**config.mk**
```make
export PLATFORM = sky130hd
export DESIGN_NAME = run_sequencer
export DESIGN_NICKNAME = d
export VERILOG_FILES = /design/src/rtl/run_seq_pkg.sv /design/src/rtl/run_sequencer_counter.sv /design/src/rtl/run_sequencer.sv
export SDC_FILE = /design/constraint.sdc
export NUM_CORES = 1
export LEC_CHECK = 0
export CAP_MARGIN = 30
export CORE_MARGIN = 2
export CORE_UTILIZATION = 40
export CTS_CLUSTER_SIZE = 30
export DETAILED_ROUTE_END_ITERATION = 6
export GPL_TIMING_DRIVEN = 0
export PLACE_DENSITY = 0.78
export SETUP_SLACK_MARGIN = 0.15
export SLEW_MARGIN = 0
export SYNTH_ARGS = -nofsm -noshare
export SYNTH_HDL_FRONTEND = slang
export SYNTH_SLANG_ARGS = --single-unit
```
**constraint.sdc**
```tcl
create_clock -name clk -period 4 [get_ports clk]
set_input_delay 1 -clock clk [delete_from_list [all_inputs] [get_ports clk]]
set_output_delay 1 -clock clk [all_outputs]
set_load 0.05 [all_outputs]
```
**src/rtl/run_seq_pkg.sv**
```systemverilog
// ---------------------------------------------------------------------------
// run_seq_pkg
// Shared types and constants for the run sequencer.
//   state_t : sequencer FSM states
//   ADDR_W  : data-memory address width (8 bits, wraps 255 -> 0)
//   DATA_W  : data-memory byte width
// ---------------------------------------------------------------------------
package run_seq_pkg;

   localparam int ADDR_W = 8;
   localparam int DATA_W = 8;

   typedef enum logic [2:0] {
      S_IDLE  = 3'd0,
      S_LOAD  = 3'd1,
      S_START = 3'd2,
      S_RUN   = 3'd3,
      S_DRAIN = 3'd4
   } state_t;

endpackage

```
**src/rtl/run_sequencer_counter.sv**
```systemverilog
// ---------------------------------------------------------------------------
// seq_counter
// Saturating up-counter with synchronous clear and count enable.
// Ports:
//   clk    in  clock, rising edge
//   reset  in  asynchronous active-high reset (count -> 0)
//   clr    in  synchronous clear, has priority over en
//   en     in  count enable; the count sticks at all-ones
//   count  out current count
// ---------------------------------------------------------------------------
module seq_counter #(
   parameter int W = 24
) (
   input  logic         clk,
   input  logic         reset,
   input  logic         clr,
   input  logic         en,
   output logic [W-1:0] count
);

   always_ff @(posedge clk or posedge reset) begin
      if (reset) begin
         count <= '0;
      end else if (clr) begin
         count <= '0;
      end else if (en && (count != {W{1'b1}})) begin
         count <= count + W'(1);
      end
   end

endmodule

```
**src/rtl/run_sequencer.sv**
```systemverilog
// ---------------------------------------------------------------------------
// run_sequencer
// Drives a complete program run of the processor core: preloads data memory
// from a byte stream, pulses the core start, counts cycles until done, then
// streams a result window of data memory back out.
//
// Optional feature: define RUN_SEQUENCER_TIMEOUT_EN to add the RUN watchdog,
// the TIMEOUT_CYCLES parameter and the sticky timeout output.
//
// Ports:
//   clk, reset            clock (rising edge), async active-high reset
//   go                    start a run; only looked at in IDLE
//   in_valid/in_data/     preload byte stream (valid/ready)
//   in_ready
//   mem_wr_en/mem_addr/   data-memory write port and shared address;
//   mem_wr_data/          mem_rd_data is a combinational read of mem_addr
//   mem_rd_data
//   cpu_start             held high START_CYCLES cycles (core reset/start)
//   cpu_done              core completion
//   out_valid/out_data/   result byte stream (valid/ready)
//   out_ready
//   busy                  high whenever not IDLE
//   cycle_count           RUN cycles of the last run, held until next go
//   finished              one-cycle pulse on the return to IDLE
//   timeout               (feature only) run abandoned by the watchdog
//   fsm_state             current FSM state, for observation
//
// Handshakes: a byte moves on a rising edge where valid && ready are both
// high. in_ready is high only in LOAD and does not depend on in_valid;
// out_valid is high only in DRAIN, and while out_ready is low the address
// and data presented are held stable.
// ---------------------------------------------------------------------------
module run_sequencer
   import run_seq_pkg::*;
#(
   parameter int          LOAD_BASE    = 0,
   parameter int          LOAD_LEN     = 64,
   parameter int          RES_BASE     = 64,
   parameter int          RES_LEN      = 64,
   parameter int          START_CYCLES = 2,
   parameter int          CNT_W        = 24
`ifdef RUN_SEQUENCER_TIMEOUT_EN
   ,
   parameter int unsigned TIMEOUT_CYCLES = 1000000
`endif
) (
   input  logic              clk,
   input  logic              reset,
   input  logic              go,
   input  logic              in_valid,
   input  logic [DATA_W-1:0] in_data,
   output logic              in_ready,
   output logic              mem_wr_en,
   output logic [ADDR_W-1:0] mem_addr,
   output logic [DATA_W-1:0] mem_wr_data,
   input  logic [DATA_W-1:0] mem_rd_data,
   output logic              cpu_start,
   input  logic              cpu_done,
   output logic              out_valid,
   output logic [DATA_W-1:0] out_data,
   input  logic              out_ready,
   output logic              busy,
   output logic [CNT_W-1:0]  cycle_count,
   output logic              finished,
`ifdef RUN_SEQUENCER_TIMEOUT_EN
   output logic              timeout,
`endif
   output state_t            fsm_state
);

   // Start-pulse counter only needs to reach START_CYCLES-1.
   localparam int SC_W = (START_CYCLES > 1) ? $clog2(START_CYCLES) : 1;

   localparam logic [ADDR_W-1:0] LOAD_BASE_A = ADDR_W'(LOAD_BASE);
   localparam logic [ADDR_W-1:0] RES_BASE_A  = ADDR_W'(RES_BASE);
   localparam logic [ADDR_W-1:0] LOAD_LAST   = ADDR_W'(LOAD_LEN - 1);
   localparam logic [ADDR_W-1:0] RES_LAST    = ADDR_W'(RES_LEN - 1);
   localparam logic [SC_W-1:0]   START_LAST  = SC_W'(START_CYCLES - 1);

`ifdef RUN_SEQUENCER_TIMEOUT_EN
   // The watchdog fires on the RUN cycle that brings the count to the limit.
   localparam logic [CNT_W-1:0]  TIMEOUT_M1  = CNT_W'(TIMEOUT_CYCLES - 1);
`endif

   state_t            state, state_next;
   logic [ADDR_W-1:0] idx, idx_next;
   logic [SC_W-1:0]   start_cnt, start_cnt_next;
   logic              run_first, run_first_next;
   logic              finished_next;
   logic              cnt_clr, cnt_en;
`ifdef RUN_SEQUENCER_TIMEOUT_EN
   logic              timeout_next;
`endif

   // ------------------------------------------------------------------------
   // Cycle counter: cleared on go, advanced on every RUN cycle (including the
   // cycle in which done is accepted).
   // ------------------------------------------------------------------------
   seq_counter #(
      .W (CNT_W)
   ) u_cycle_cnt (
      .clk   (clk),
      .reset (reset),
      .clr   (cnt_clr),
      .en    (cnt_en),
      .count (cycle_count)
   );

   // ------------------------------------------------------------------------
   // State register
   // ------------------------------------------------------------------------
   always_ff @(posedge clk or posedge reset) begin
      if (reset) begin
         state     <= S_IDLE;
         idx       <= '0;
         start_cnt <= '0;
         run_first <= 1'b0;
         finished  <= 1'b0;
`ifdef RUN_SEQUENCER_TIMEOUT_EN
         timeout   <= 1'b0;
`endif
      end else begin
         state     <= state_next;
         idx       <= idx_next;
         start_cnt <= start_cnt_next;
         run_first <= run_first_next;
         finished  <= finished_next;
`ifdef RUN_SEQUENCER_TIMEOUT_EN
         timeout   <= timeout_next;
`endif
      end
   end

   // ------------------------------------------------------------------------
   // Next-state and output decode
   // ------------------------------------------------------------------------
   always_comb begin
      state_next     = state;
      idx_next       = idx;
      start_cnt_next = start_cnt;
      run_first_next = run_first;
      finished_next  = 1'b0;
      cnt_clr        = 1'b0;
      cnt_en         = 1'b0;
      in_ready       = 1'b0;
      mem_wr_en      = 1'b0;
      mem_addr       = '0;
      mem_wr_data    = '0;
      cpu_start      = 1'b0;
      out_valid      = 1'b0;
      out_data       = '0;
`ifdef RUN_SEQUENCER_TIMEOUT_EN
      timeout_next   = timeout;
`endif

      case (state)
         S_IDLE: begin
            if (go) begin
               state_next = S_LOAD;
               idx_next   = '0;
               cnt_clr    = 1'b1;
`ifdef RUN_SEQUENCER_TIMEOUT_EN
               timeout_next = 1'b0;
`endif
            end
         end

         S_LOAD: begin
            in_ready = 1'b1;
            mem_addr = LOAD_BASE_A + idx;
            if (in_valid) begin
               // Write goes out in the same cycle as the handshake.
               mem_wr_en   = 1'b1;
               mem_wr_data = in_data;
               if (idx == LOAD_LAST) begin
                  state_next     = S_START;
                  idx_next       = '0;
                  start_cnt_next = '0;
               end else begin
                  idx_next = idx + ADDR_W'(1);
               end
            end
         end

         S_START: begin
            cpu_start = 1'b1;
            if (start_cnt == START_LAST) begin
               state_next     = S_RUN;
               run_first_next = 1'b1;
            end else begin
               start_cnt_next = start_cnt + SC_W'(1);
            end
         end

         S_RUN: begin
            cnt_en         = 1'b1;
            run_first_next = 1'b0;
            // On the first RUN cycle cpu_done may still be the previous
            // run's level, so it is not trusted until the core has restarted.
            if (!run_first && cpu_done) begin
               state_next = S_DRAIN;
               idx_next   = '0;
            end
`ifdef RUN_SEQUENCER_TIMEOUT_EN
            else if (cycle_count == TIMEOUT_M1) begin
               state_next    = S_IDLE;
               timeout_next  = 1'b1;
               finished_next = 1'b1;
            end
`endif
         end

         S_DRAIN: begin
            out_valid = 1'b1;
            mem_addr  = RES_BASE_A + idx;
            out_data  = mem_rd_data;
            if (out_ready) begin
               if (idx == RES_LAST) begin
                  state_next    = S_IDLE;
                  idx_next      = '0;
                  finished_next = 1'b1;
               end else begin
                  idx_next = idx + ADDR_W'(1);
               end
            end
         end

         default: begin
            state_next = S_IDLE;
         end
      endcase
   end

   assign busy      = (state != S_IDLE);
   assign fsm_state = state;

endmodule

```
Yosys cells after proc, flatten, opt, wreduce, memory -nomap -nowiden
Cells that the tools add are included.

Reductions and logical operators: 13. Equal/unequal tests: 13. Multiplexer cells: 37. Add/sub/neg operators: 4.

Operator list (count): 2-to-1 mux 8 bit (8); 2-to-1 mux 24 bit (2); one-hot mux 8 bit (4 select lines) (1); adder 24 x 1 -> 24 bit, second input constant (1); != test 24 bit, second input constant (1); 2-to-1 mux 3 bit (7); one-hot mux 8 bit (2 select lines) (1); 2-to-1 mux 1 bit (15); one-hot mux 3 bit (5 select lines) (1); != test 2 bit, second input constant (7); adder 7 x 8 -> 8 bit, first input constant (1); adder 8 x 1 -> 8 bit, second input constant (1); == test 8 x 6 -> 1 bit, second input constant (1); AND reduction 7 bit (1); == test 3 x 2 -> 1 bit, second input constant (2); nonzero test 2 bit (3); AND reduction 5 bit (1); one-hot mux 1 bit (2 select lines) (2); nonzero test 4 bit (1); == test 3 x 1 -> 1 bit, second input constant (1); == test 3 bit, second input constant (1); zero test 3 bit (1); AND reduction 3 bit (1); nonzero test 3 bit (1); 4 further kinds (5).

Word-level logic and storage cells: 73. Register bits: 38. Bits of input ports: 22. Output and inout port bits: 57.

Logic depth before layout (Yosys ltp)
Gate-level depths: netlist of run 1.

Word-level depth: 5. Mapped depth: 7. Mapped depth without buffers: 7.

Modules after synthesis
From an unflattened synthesis of run 1, not the netlist that was laid out.

Cells, all modules: 263. Area, all modules: 2361.0 µm².

By module, submodules not included: seq_counter (cells an instance 140, seq. area each 600.6 µm², times used 1, area an instance 1307.5 µm²); run_sequencer (cells an instance 123, seq. area each 350.3 µm², times used 1, area an instance 1053.5 µm²).

Least setup slack after synthesis of run 1
Ideal clock, no wire load.

Kind: flip-flop to output port. From: reg state[0], in the netlist fsm_state[0]. To: out mem_wr_data[0]. Data arrival time: 2.258 ns. Data required time: 3.000 ns. Buffers on the path: 2. Slack: 0.742 ns. Cell stages (with the launch flop): 5. Cell sequence: dfrtp_1 buf_6 and3_1 clkbuf_1 and3_1.

Cells in the longest elaborated chain, start to end: 2.

RTL lines: from (decl) (line run_sequencer.sv:85) `state_t state, state_next;`; from (signal assigned) (line run_sequencer.sv:123) `state <= state_next;`; == test 3 x 1 -> 1 bit (line run_sequencer.sv:156) `case (state)`; 2-to-1 mux 8 bit (line run_sequencer.sv:156); to (decl) (line run_sequencer.sv:55) `output logic [DATA_W-1:0] mem_wr_data,`.

No other way between the ends.

Final worst setup path of run 1
From: in in_valid. To: out mem_wr_en.

Cells in the longest elaborated chain, start to end: 2.

RTL lines: from (decl) (line run_sequencer.sv:50) `input logic in_valid,`; 2-to-1 mux 1 bit (line run_sequencer.sv:171) `if (in_valid) begin`; 2-to-1 mux 1 bit (line run_sequencer.sv:156); to (decl) (line run_sequencer.sv:53) `output logic mem_wr_en,`.

No other way between the ends.

==> run_results.csv, run 1 <==
group,metric,value,unit
status,outcome,"finished, final reports clean",
final_layout,synthToLayoutAreaGrowth,40.8,%
routing,met3_routed_wl,435,um
final_layout,insertedDiodeCount,0,
routing,total_routed_wirelength,5950,um
timing,grt_setup_unrepaired,"no",
timing,hold_viol_final,0,
synth,synth-seq-cells,38,
synth,synthesis.area,2370,um^2
synth,synth.net_count,282,
routing,dr.pass1.iters,4,
pwr,vdd_drop_max,0.272,mV
global_route,grt_pass1_wl,9720,um
routing,drc,0,
floorplanning,dieArea,6550,um^2
worst_setup_path,cpMaxStageDelayCell,"sky130_fd_sc_hd__clkdlybuf4s50_1",
worst_setup_path,startpoint,"in_valid",
timing,whs,0.507,ns
floorplanning,horizontal_extent_of_the_die,80.9,um
worst_setup_path,regToRegStartpoint,"u_cycle_cnt.count[0]",
final_layout,final_nets,367,
worst_setup_path,path_cells,"clkdlybuf4s50_1, and2_1, clkdlybuf4s50_1",
worst_setup_path,critical_path.max_fanout,10,
clock_tree,tritoncts_num_sinks,38,
timing,timing.setup.tns,0,ns
final_layout,multi_input_comb_area,1330,um^2
routing,wl_met1,2510,um
synth,synth_warnings,0,
routing,routed-via-count,2242,
timing,slew_viol_final,0,
global_route,grt_pass1_vias,2101,
worst_setup_path,rr_worst_depth,6,
floorplanning,design.portCount,79,
clock_tree,cts_hold_repair.buffers,0,
floorplanning,core_region_area,5820,um^2
synth,synthesis.instances,257,
final_layout,utilization,0.573,
timing,timing.final.crit_share,0.900,
synth,avgSynthCellArea,9.21,um^2
worst_setup_path,cp_slowest_stage_delay,0.82,ns
final_layout,fillCellCount,525,
timing,setup_viol,0,
worst_setup_path,worstSetupEndpointType,"output port",
worst_setup_path,start_kind,"input port",
placed_design,gpl.final_weighted_congestion,0.816,
floorplanning,chipHeight,80.9,um
synth,ys_async_sr_fraction,1.00,
clock_tree,tritoncts,"yes",
global_route,grt_start_max_net_pins,39,
worst_setup_path,worst-r2r-setup-slack,1.85,ns
placed_design,buffer_ports.inserted,78,
worst_setup_path,path_common_cell,"sky130_fd_sc_hd__clkdlybuf4s50_1",
pwr,power.static_leakage,1.44,nW
global_route,global_route.usage.total,0.188,
final_layout,most-common-layout-cells,"sky130_fd_sc_hd__clkdlybuf4s50_1, sky130_fd_sc_hd__dfrtp_1, sky130_fd_sc_hd__nand2_1",
timing,post_route_minimum_period,3.60,ns
timing,max_slew.worst_pin.slew,0.785,ns
final_layout,layout_commonest_cell,"sky130_fd_sc_hd__clkdlybuf4s50_1",
clock_tree,number_of_buffers_inserted_during_clock_tree_synthesis,5,
worst_setup_path,cp_top_family,"buffers and inverters",
floorplanning,placement_rows,28,
clock_tree,cts_setup_buffers,0,
clock_tree,cts.clk_slew.worst_paths,0.07,ns
synth,seq_area_frac_synth,0.402,
final_layout,seq_area,951,um^2
clock_tree,clock_latency,0.29,ns
synth,netlist.area_leader.share,0.402,
worst_setup_path,cp_data_arrival_time,2.60,ns
min_path,hold-path-endpoint,"run_first",
routing,drt-vias-per-instance,5.36,
run,maxCapViolations,0,
global_route,grt_antenna_before_repair,0,
clock_tree,htreeDepth,2,
synth,synth_edf_count,0,
routing,wl_met2,2930,um
clock_tree,ctsResizeCount,0,
routing,drtIter0Drc,70,
routing,dr.max_layer_used,"met4",
global_route,gr-total-overflow,0,
min_path,holdCritStartpoint,"run_first",
worst_setup_path,critical_path_buf_inv_count,2,
timing,finalClockSkew,0.00484,ns
placed_design,half_perimeter_wire_length_after_detailed_placement,4410,um
routing,drt-wirelength-per-cell,14.2,um
min_path,hold_path_depth,2,
synth,netlist-cell-type-count,51,
synth,synth_flop_type,"sky130_fd_sc_hd__dfrtp_1",
floorplanning,effective_utilization_at_floorplan,0.407,
worst_setup_path,critPathKind,"in -> out",
synth,synth.area.top_cells,"sky130_fd_sc_hd__dfrtp_1, sky130_fd_sc_hd__mux2i_1, sky130_fd_sc_hd__and3_1",
routing,routed_antenna_nets,0,
clock_tree,clock_path_buffers,2,
clock_tree,cts_root_buffer,"sky130_fd_sc_hd__clkbuf_8",
synth,synth_area_leader_cell,"sky130_fd_sc_hd__dfrtp_1",
worst_setup_path,critical_path.reg2reg.endpoint,"u_cycle_cnt.count[17]",
timing,maxClockFrequency,278,MHz
timing,max_slew_margin,0.476,
final_layout,drive_above_1_share,0.0816,
min_path,worstHoldPathType,"reg -> reg",
pwr,powerDensity,362,nW/um^2
worst_setup_path,worst-endpoint-required,3.00,ns
cells in the mapped netlist, types with 2 or more instances:
cell,number
sky130_fd_sc_hd__o41ai_1,2
sky130_fd_sc_hd__mux2i_1,12
sky130_fd_sc_hd__and4_1,3
sky130_fd_sc_hd__a21oi_1,3
sky130_fd_sc_hd__o21ai_0,11
sky130_fd_sc_hd__inv_1,7
sky130_fd_sc_hd__o21ai_1,2
sky130_fd_sc_hd__mux2_2,2
sky130_fd_sc_hd__clkbuf_1,6
sky130_fd_sc_hd__buf_2,2
sky130_fd_sc_hd__o31ai_1,2
sky130_fd_sc_hd__buf_4,2
sky130_fd_sc_hd__a211oi_1,5
sky130_fd_sc_hd__ha_1,3
sky130_fd_sc_hd__dfrtp_1,38
sky130_fd_sc_hd__a31oi_1,2
sky130_fd_sc_hd__nand3_1,18
sky130_fd_sc_hd__nand2_1,30
sky130_fd_sc_hd__xnor2_1,8
sky130_fd_sc_hd__xor2_1,2
sky130_fd_sc_hd__nor4_4,2
sky130_fd_sc_hd__nand2b_1,5
sky130_fd_sc_hd__nand4_1,9
sky130_fd_sc_hd__nor3_1,3
sky130_fd_sc_hd__nor2_1,25
sky130_fd_sc_hd__and2_1,11
sky130_fd_sc_hd__and3_1,18
registers in the layout, summed over array words and instances, names as in the netlist:
| name | count |
|---|---|
| fsm_state | 3 |
| finished | 1 |
| idx | 8 |
| start_cnt | 1 |
| u_cycle_cnt.count | 24 |
| run_first | 1 |
cell type report:
class | count | area share
Clock buffer | 7 | 0.0259
Sequential cell | 38 | 0.285
Buffer | 11 | 0.0176
Tap cell | 75 | 0.0282
Inverter | 7 | 0.00789
Timing Repair Buffer | 78 | 0.234
Clock inverter | 1 | 0.00150
Multi-Input combinational cell | 201 | 0.399
through the flow:
stage          cells  setup WS [ns]  power (mW)  area, um^2
4_1_cts          418          0.394        1.22        3330
3_3_place_gp     410          0.408       0.937        3240
6_report         418          0.399        1.20        3330
2_1_floorplan    257          0.742       0.782        2370
5_1_grt          418          0.308        1.27        3330
3_5_place_dp     410          0.394       0.945        3240
worst min-delay path: cells and delay by family (launching register included):
| family | cells | cell delay (ns) |
|---|---|---|
| DFF | 1 | 0.34 |
| and+or+nand+nor | 1 | 0.08 |
| AOI/OAI and AO/OA | 1 | 0.04 |
cells by family after synthesis:
family / Yosys count / synth area share
compound gates: 39 / 0.124
xor+xnor: 11 / 0.0439
buf+inv: 18 / 0.0360
flops: 38 / 0.402
fa+ha+maj: 3 / 0.0159
simple gates: 134 / 0.318
mux: 14 / 0.0603
metal layers:
metal,vias to the layer above,track usage
li1,1094,-
met1,1057,0.231
met2,81,0.323
met3,10,0.0511
met4,0,0.0559
met5,-,0
worst max path at each step:
| stage | to | slack [ns] | cells past startpoint |
|---|---|---|---|
| 2_1_floorplan | mem_wr_data[0] | 0.74 | 4 |
| 3_3_place_gp | mem_wr_en | 0.41 | 3 |
| 3_5_place_dp | mem_wr_en | 0.39 | 3 |
| 4_1_cts | mem_wr_en | 0.39 | 3 |
| 5_1_grt | mem_wr_en | 0.31 | 3 |
| 6_report | mem_wr_en | 0.40 | 3 |
report_power, final:
| part | switching, mW | internal [mW] |
|---|---|---|
| clock | 0.132 | 0.139 |
| sequential | 0.0362 | 0.405 |
| combinational | 0.317 | 0.175 |
| total | 0.486 | 0.719 |
(Power assumes the default switching activity.)
==> run 2: changes to the inputs <==
- SKIP_CTS_REPAIR_TIMING: default -> 1
==> results of run 2 <==
The final DEF is identical to that of run 1; final timing and power are the same.
==> run 3: changes to the inputs <==
- CORE_ASPECT_RATIO: default -> 0.8
- GPL_ROUTABILITY_DRIVEN: default -> 0
==> run 3 against run 2 <==
Net effect:
- first-iteration DRC count increased to 2.8 times the previous value
- design area up 0.75%
- total power increased by 5.5%
- critical path depth unchanged
- highest routed layer unchanged
- flip-flop and latch count did not move
- critical endpoint unchanged
- register-to-register slack worse by 0.07 ns
- sequential power is essentially flat
- die area barely moved
- hold slack worse by 0.0049 ns
==> run_results.csv, run 3 (same netlist as run 1, synthesis figures left out) <==
group,metric,value,unit
status,outcome,"finished, final reports clean",
min_path,hold_path_depth,2,
min_path,hold-path-endpoint,"run_first",
final_layout,drive_above_1_share,0.0845,
timing,timing.final.crit_share,0.912,
worst_setup_path,worstSetupEndpointType,"output port",
worst_setup_path,start_kind,"input port",
global_route,gr-total-overflow,0,
pwr,design_power_total,1.27,mW
routing,routed_antenna_nets,0,
pwr,powerDensity,379,nW/um^2
timing,maxClockFrequency,274,MHz
final_layout,utilization,0.577,
floorplanning,chipHeight,72.8,um
timing,grt_setup_unrepaired,"no",
timing,whs,0.502,ns
final_layout,largest_register_ffs,24,
final_layout,max_flop_register,"u_cycle_cnt.count",
floorplanning,design.portCount,79,
timing,timing.setup.tns,0,ns
global_route,grt_start_max_net_pins,39,
clock_tree,tritoncts_num_sinks,38,
worst_setup_path,worst-endpoint-required,3.00,ns
floorplanning,placement_rows,25,
routing,drt-wirelength-per-cell,14.7,um
run,maxCapViolations,0,
worst_setup_path,cp_data_arrival_time,2.65,ns
pwr,power.static_leakage,1.45,nW
global_route,grt_pass1_vias,2095,
final_layout,layout_commonest_cell,"sky130_fd_sc_hd__clkdlybuf4s50_1",
min_path,worstHoldPathType,"reg -> reg",
final_layout,synthToLayoutAreaGrowth,41.9,%
worst_setup_path,cp_slowest_stage_delay,0.81,ns
timing,post_route_minimum_period,3.65,ns
timing,hold_viol_final,0,
worst_setup_path,critical_path.max_fanout,10,
final_layout,most-common-layout-cells,"sky130_fd_sc_hd__clkdlybuf4s50_1, sky130_fd_sc_hd__dfrtp_1, sky130_fd_sc_hd__nand2_1",
routing,drtIter0Drc,195,
routing,met3_routed_wl,306,um
worst_setup_path,critPathKind,"in -> out",
placed_design,buffer_ports.inserted,78,
routing,dr.max_layer_used,"met4",
timing,max_slew_margin,0.464,
timing,max_slew.worst_pin.slew,0.802,ns
clock_tree,cts.clk_slew.worst_paths,0.07,ns
placed_design,half_perimeter_wire_length_after_detailed_placement,4650,um
global_route,global_route.usage.total,0.197,
routing,routed-via-count,2237,
clock_tree,clock_latency,0.29,ns
routing,dr.pass1.iters,4,
worst_setup_path,critical_path.reg2reg.endpoint,"fsm_state[0]",
floorplanning,dieArea,6550,um^2
timing,slew_viol_final,0,
worst_setup_path,cpMaxStageDelayCell,"sky130_fd_sc_hd__clkdlybuf4s50_1",
worst_setup_path,rr_worst_depth,6,
final_layout,fin_area,3360,um^2
worst_setup_path,path_cells,"clkdlybuf4s50_1, and2_1, clkdlybuf4s50_1",
pwr,vdd_drop_max,0.387,mV
floorplanning,core_region_area,5820,um^2
final_layout,insertedDiodeCount,0,
min_path,holdCritStartpoint,"run_first",
global_route,grt_pass1_wl,10400,um
clock_tree,tritoncts,"yes",
final_layout,final_nets,367,
floorplanning,horizontal_extent_of_the_die,90.0,um
routing,drt-vias-per-instance,5.28,
routing,drc,0,
floorplanning,effective_utilization_at_floorplan,0.407,
placed_design,placedInstanceArea,3250,um^2
global_route,grt_antenna_before_repair,0,
clock_tree,cts_root_buffer,"sky130_fd_sc_hd__clkbuf_8",
worst_setup_path,regToRegStartpoint,"idx[0]",
routing,wl_met1,3110,um
routing,total_routed_wirelength,6230,um
routing,wl_met2,2770,um
clock_tree,clock_path_buffers,2,
clock_tree,number_of_buffers_inserted_during_clock_tree_synthesis,5,
worst_setup_path,path_common_cell,"sky130_fd_sc_hd__clkdlybuf4s50_1",
timing,setup_viol,0,
timing,finalClockSkew,0.00978,ns
worst_setup_path,worst-r2r-setup-slack,1.78,ns
final_layout,fillCellCount,518,
clock_tree,htreeDepth,2,
-- run 3: how the worst max path moves through the flow --
| stage | start | endpoint | slack [ns] | cells after the start |
|---|---|---|---|---|
| 2_1_floorplan | fsm_state[0] | mem_wr_data[0] | 0.74 | 4 |
| 3_3_place_gp | in_valid | mem_wr_en | 0.39 | 3 |
| 3_5_place_dp | in_valid | mem_wr_en | 0.36 | 3 |
| 4_1_cts | in_valid | mem_wr_en | 0.36 | 3 |
| 5_1_grt | in_valid | mem_wr_data[3] | 0.28 | 3 |
| 6_report | in_valid | mem_wr_en | 0.35 | 3 |
-- run 3: layer usage --
metal / up-vias / GRT usage
met3: 4 / 0.0434
met5: - / 0
met1: 1068 / 0.295
li1: 1098 / -
met2: 67 / 0.291
met4: 0 / 0.0496
-- run 3: area by class of cell --
| cell class | count | area (um^2) | share of cell area |
|---|---|---|---|
| Buffer | 11 | 58.8 | 0.0175 |
| Tap cell | 81 | 101 | 0.0302 |
| Timing Repair Buffer | 78 | 781 | 0.233 |
| Multi-Input combinational cell | 201 | 1330 | 0.396 |
| Clock buffer | 5 | 68.8 | 0.0205 |
| Inverter | 7 | 26.3 | 0.00783 |
| Sequential cell | 38 | 951 | 0.283 |
| Clock inverter | 3 | 40.0 | 0.0119 |
-- run 3: report_power, final --
part	switching, mW	internal, mW	total [mW]	leakage (nW)
registers	0.0363	0.405	0.441	0.526
clock network	0.143	0.184	0.327	0.0579
logic	0.327	0.176	0.503	0.869
-- run 3: worst max-delay path: cells and delay by family --
kind	cells	cell delay (ns)
buf+inv	2	1.44
simple gates	1	0.20
-- run 3: metrics by stage --
step / worst slack [ns] / cells
3_3_place_gp: 0.388 / 416
6_report: 0.352 / 424
3_5_place_dp: 0.358 / 416
5_1_grt: 0.277 / 424
2_1_floorplan: 0.742 / 257
4_1_cts: 0.356 / 424
